### src/rtl/axi_rd_burst_master.sv
// AXI4 read burst master for the VDMA read path: one INCR burst per request,
// returned beats streamed into the line FIFO, frame address pointer kept here.
module axi_rd_burst_master #(
    parameter int                    ADDR_WIDTH  = 32,
    parameter int                    DATA_WIDTH  = 64,
    parameter int                    LSIZE       = 9,
    parameter logic [ADDR_WIDTH-1:0] BASE_ADDR   = ADDR_WIDTH'(32'h1000_0000),
    parameter logic [ADDR_WIDTH-1:0] FRAME_BYTES = ADDR_WIDTH'(32'h0020_0000)
) (
    input  logic                  clock,
    input  logic                  rst,
    input  logic                  fsync,
    input  logic                  burst_req,
    input  logic                  tail_req,
    input  logic [LSIZE-1:0]      req_len,
    output logic                  resp,
    output logic                  done,
    output logic [ADDR_WIDTH-1:0] m_araddr,
    output logic [7:0]            m_arlen,
    output logic [2:0]            m_arsize,
    output logic [1:0]            m_arburst,
    output logic                  m_arvalid,
    input  logic                  m_arready,
    input  logic [DATA_WIDTH-1:0] m_rdata,
    input  logic [1:0]            m_rresp,
    input  logic                  m_rlast,
    input  logic                  m_rvalid,
    output logic                  m_rready,
    output logic [DATA_WIDTH-1:0] fifo_wdata,
    output logic                  fifo_wr,
    input  logic                  fifo_full,
    output logic                  rd_err,
    output logic [ADDR_WIDTH-1:0] cur_addr
);

    // state  | meaning
    // S_IDLE | waiting for burst_req/tail_req; fsync reloads the frame pointer
    // S_ADDR | AR channel valid, waiting for m_arready
    // S_DATA | accepting R beats into the line FIFO until rlast
    // S_FIN  | done pulse, frame pointer advance/wrap/reload
    // S_ZERO | zero-length request: resp already pulsed, done next cycle
    typedef enum logic [2:0] {
        S_IDLE,
        S_ADDR,
        S_DATA,
        S_FIN,
        S_ZERO
    } state_t;

    localparam int                    BPB_LOG2  = $clog2(DATA_WIDTH / 8);
    localparam logic [ADDR_WIDTH-1:0] FRAME_END = BASE_ADDR + FRAME_BYTES;

    state_t                state, state_nxt;
    logic [LSIZE-1:0]      len_q;
    logic [LSIZE-1:0]      beat_cnt;
    logic [ADDR_WIDTH-1:0] addr_q;
    logic [ADDR_WIDTH-1:0] nxt_addr;
    logic                  fsync_pend;
    logic                  req_go;
    logic                  ar_hs;
    logic                  beat_ok;
    logic                  last_beat;
    logic                  addr_reload;

    // A request coinciding with fsync is ignored and re-sampled next cycle.
    assign req_go      = (state == S_IDLE) && !fsync && (burst_req || tail_req);
    assign ar_hs       = (state == S_ADDR) && m_arready;
    assign beat_ok     = (state == S_DATA) && m_rvalid && !fifo_full;
    assign last_beat   = beat_ok && m_rlast;
    assign addr_reload = fsync_pend || fsync;
    assign nxt_addr    = cur_addr + (ADDR_WIDTH'(len_q) << BPB_LOG2);

    assign m_araddr   = addr_q;
    assign m_arlen    = (state == S_ADDR) ? 8'(len_q - LSIZE'(1)) : 8'd0;
    assign m_arsize   = 3'(BPB_LOG2);
    assign m_arburst  = 2'b01;
    assign m_arvalid  = (state == S_ADDR);
    assign m_rready   = (state == S_DATA) && !fifo_full;
    assign fifo_wr    = beat_ok;
    assign fifo_wdata = m_rdata;

    always_ff @(posedge clock) begin
        if (rst) begin
            state <= S_IDLE;
        end else begin
            state <= state_nxt;
        end
    end

    always_comb begin
        state_nxt = state;
        case (state)
            S_IDLE: begin
                if (req_go) begin
                    state_nxt = (req_len == '0) ? S_ZERO : S_ADDR;
                end
            end
            S_ADDR: begin
                if (m_arready) begin
                    state_nxt = S_DATA;
                end
            end
            S_DATA: begin
                if (last_beat) begin
                    state_nxt = S_FIN;
                end
            end
            S_FIN:   state_nxt = S_IDLE;
            S_ZERO:  state_nxt = S_IDLE;
            default: state_nxt = S_IDLE;
        endcase
    end

    always_ff @(posedge clock) begin
        if (rst) begin
            resp       <= 1'b0;
            done       <= 1'b0;
            rd_err     <= 1'b0;
            len_q      <= '0;
            addr_q     <= '0;
            beat_cnt   <= '0;
            fsync_pend <= 1'b0;
            cur_addr   <= BASE_ADDR;
        end else begin
            resp <= ar_hs || (req_go && (req_len == '0));
            done <= last_beat || (state == S_ZERO);

            if (req_go) begin
                len_q    <= req_len;
                addr_q   <= cur_addr;
                beat_cnt <= '0;
            end

            // rd_err is sticky until rst; fsync deliberately does not clear it.
            if (beat_ok) begin
                beat_cnt <= beat_cnt + LSIZE'(1);
                if (m_rresp != 2'b00) begin
                    rd_err <= 1'b1;
                end
                if (m_rlast && ((beat_cnt + LSIZE'(1)) != len_q)) begin
                    rd_err <= 1'b1;
                end
            end

            case (state)
                S_IDLE: begin
                    fsync_pend <= 1'b0;
                    if (fsync) begin
                        cur_addr <= BASE_ADDR;
                    end
                end
                S_FIN: begin
                    fsync_pend <= 1'b0;
                    if (addr_reload) begin
                        cur_addr <= BASE_ADDR;
                    end else if (nxt_addr >= FRAME_END) begin
                        cur_addr <= BASE_ADDR;
                    end else begin
                        cur_addr <= nxt_addr;
                    end
                end
                // A zero-length burst moves nothing, but a pending fsync is still honoured.
                S_ZERO: begin
                    fsync_pend <= 1'b0;
                    if (addr_reload) begin
                        cur_addr <= BASE_ADDR;
                    end
                end
                default: begin
                    if (fsync) begin
                        fsync_pend <= 1'b1;
                    end
                end
            endcase
        end
    end

endmodule

### config.mk
export PLATFORM = sky130hd
export DESIGN_NAME = axi_rd_burst_master
export DESIGN_NICKNAME = d
export VERILOG_FILES = /design/src/rtl/axi_rd_burst_master.sv
export SDC_FILE = /design/constraint.sdc
export NUM_CORES = 1
export LEC_CHECK = 0
export BUFFER_PORTS_ARGS = -buffer_cell sky130_fd_sc_hd__buf_4
export CAP_MARGIN = 25
export CELL_PAD_IN_SITES_DETAIL_PLACEMENT = 1
export CELL_PAD_IN_SITES_GLOBAL_PLACEMENT = 1
export CORE_MARGIN = 1.5
export CORE_UTILIZATION = 30
export CTS_CLUSTER_SIZE = 40
export DETAILED_ROUTE_END_ITERATION = 10
export PLACE_DENSITY = 0.82
export SKIP_CTS_REPAIR_TIMING = 1
export SYNTH_ARGS = -nofsm -noshare
export SYNTH_HDL_FRONTEND = slang
export SYNTH_SLANG_ARGS = --single-unit
### constraint.sdc
create_clock -name clock -period 2.8 [get_ports clock]
set_clock_uncertainty 0.05 [all_clocks]
set_input_delay 0.56 -clock clock [delete_from_list [all_inputs] [get_ports clock]]
set_output_delay 0.56 -clock clock [all_outputs]
set_load 0.005 [all_outputs]
==> results_dict.tcl <==
set metrics [dict create \
    synth_cell_types 67 \
    synth_seq_area_share 0.336 \
    synth_top_cell_area_share 0.336 \
    io_buffer_count 91 \
    dp.cells 914 \
    p_per_area_nw_per_um2 512 \
    finalNetCount 812 \
    die_h_um 131 \
    clkPwrFrac 0.434 \
    hpwl_um 11100 \
    area_growth_pct 27.8 \
    power_frac_comb 0.181 \
    whs_ps 407 \
    fillers 1986 \
    synth_warnings 0 \
    core-area_um2 16000 \
    tritoncts "done" \
    setup_viol 1 \
    placed_area_um2 5770 \
    switching_share 0.280 \
    clk_latency_ps 350 \
    grt.total_usage 0.175 \
    grt_overflow 0 \
    syn_area_um2 4950 \
    hp-class "reg -> reg" \
    slew_viol_final 0 \
    first_pass_iters 4 \
    startpoint_type "register" \
    grt_pass1_wl_um 24500 \
    final_antenna_net_count 0 \
    first_global_vias 4782 \
    maxCapViolCount 0 \
    grt_max_degree 39 \
    cts.sinks 83 \
    die_area_um2 17300 \
    hold_viol_final 0 \
    p_seq_frac 0.385 \
    multi_input_area_um2 2760 \
    p_int_w 0.00233 \
    layout_min_cycle_time_ps 2810 \
    synth-main-ff-cell "dfxtp_1" \
    period_share 1.00 \
    timing.fmax_mhz 356 \
    place_congestion 0.866 \
    cp_max_fo 6 \
    utilization 0.395 \
    worstMarginPinSlew_ps 725 \
    leakage_nw 2.61 \
    power_switching_w 0.000906 \
    final_cells 937 \
    diodes 0 \
    clk_transition_reported_paths_ps 70 \
    ir_drop_mv 0.272 \
    cts_max_level 3 \
    drive_above_1_share 0.316 \
    synth_cells 644 \
    status "complete, but fails checks" \
    violations "setup timing" \
    setup_ws_ps -9.13 \
    relSlewSlack 0.512 \
    crit_type "reg -> reg" \
    root_buffer "clkbuf_16" \
    initial_core_util 0.309 \
    synth_seq_cells 83 \
    die_w_um 131 \
    io_pins 231 \
    vias_per_cell 4.91 \
    cp.arrival_ps 3000 \
    num_vias 4599 \
    drc 0 \
    worstPathRequired_ps 3000 \
    seq_area_um2 1670 \
    yosysTopAreaCell "dfxtp_1" \
    antenna_found_initial 0 \
    pre_cts_ws_ps -127 \
    synth.avg_cell_area_um2 7.69 \
    crit_path_end_kind "register" \
    ys_async_sr_fraction 0 \
    dr.first_iter.drc_count 212 \
    clk_path_buf_depth 2 \
    rsz0062_at_grt "yes" \
    mostFrequentLayoutCell "buf_4" \
    final_cell_mix "buf_4 (155), nand2_1 (120), dfxtp_1 (78)" \
    synth_area_leaders "dfxtp_1 (34%), buf_4 (11%), nand2_1 (9.3%)" \
    wirelength_um 15500 \
    design_area_um2 6330 \
    synth_edf_count 0 \
    num_rows 46 \
    cts_buffers 9 \
    wl_per_cell_um 16.5 \
]
==> registers in the layout (all words and copies together) (netlist names) <==
name        cells
m_araddr       29
cur_addr       29
fsync_pend      1
done            1
rd_err          1
len_q           9
resp            1
beat_cnt        9
state           3
==> critical path, cell delays in order (launching register included) <==
cell and delay [ps]:
dfxtp_4 360, ha_4 130, inv_2 30, fa_2 330, nand2b_4 160, a211oi_4 270, o211ai_2 160, buf_6 160
o22a_1 180, o41ai_4 350, buf_4 210, nand2_2 70, o311ai_2 240
==> cell usage after synthesis (all sizes together), types with 4 or more instances <==
cell    instances
dfxtp          83
nor3           15
and3            4
clkbuf         24
nand2b          4
nor2b           4
o211ai         12
nand4          10
a31oi           4
nand3          17
a21oi          62
ha             11
xnor2          14
or2             4
nor4            8
nand2         122
inv            11
o21ai          21
and2            5
a21o            4
xor2           20
nor2           52
buf            84
or3             5
==> final timing paths <==
kind / startpoint / end / slack [ps] / cells past startpoint
hold / removal: m_araddr[11] / m_araddr[11] / 410 / 2
hold reg to reg: m_araddr[11] / m_araddr[11] / 410 / 2
setup / recovery: cur_addr[3] / cur_addr[13] / -9 / 12
setup reg to reg: cur_addr[3] / cur_addr[13] / -9 / 12
==> per-stage QoR <==
| stage | setup TNS (ps) | power (W) |
|---|---|---|
| after CTS | -861 | 0.00326 |
| after global placement | 0 | 0.00183 |
| after global routing | -2020 | 0.00338 |
| final | -9.13 | 0.00324 |
| after detailed placement | -364 | 0.00184 |
| after floorplan | -28.1 | 0.00167 |
==> layout make-up <==
cell class                 count  area share
multi-input combinational    451       0.436
sequential                    83       0.264
timing repair buffer         160       0.196
tap                          216      0.0427
clock buffer                   9      0.0356
clock inverter                 7      0.0196
inverter                      11     0.00653
==> power by group through the flow <==
stage / clock, W / combinational [W] / sequential (W)
floorplan: 0 / 0.000412 / 0.00126
global placement: 0 / 0.000559 / 0.00127
detailed placement: 0 / 0.000569 / 0.00127
CTS: 0.00144 / 0.000578 / 0.00124
global route: 0.00148 / 0.000651 / 0.00125
finish: 0.00140 / 0.000586 / 0.00125
==> metal layers <==
| metal | up-vias | global-route usage | share of wire |
|---|---|---|---|
| met2 | 108 | 0.303 | 0.50 |
| met3 | 16 | 0.0482 | 0.047 |
| met1 | 2221 | 0.210 | 0.44 |
| met5 | - | 0 | 0 |
| met4 | 0 | 0.0512 | 0.014 |
| li1 | 2254 | - | - |
==> cells by family (layout without fill, tap and decap cells) <==
kind of cell             after synthesis  count (layout)  synth area share
flip-flops                            83              83             0.336
multiplexers                           3               3           0.00632
adder cells (fa/ha/maj)               12              12            0.0319
XOR/XNOR                              34              34            0.0602
buffers and inverters                119             187             0.150
AND/OR/NAND/NOR                      259             259             0.245
other                                  2              11           0.00152
AO/OA/AOI/OAI                        132             132             0.170
(Power assumes the default switching activity.)
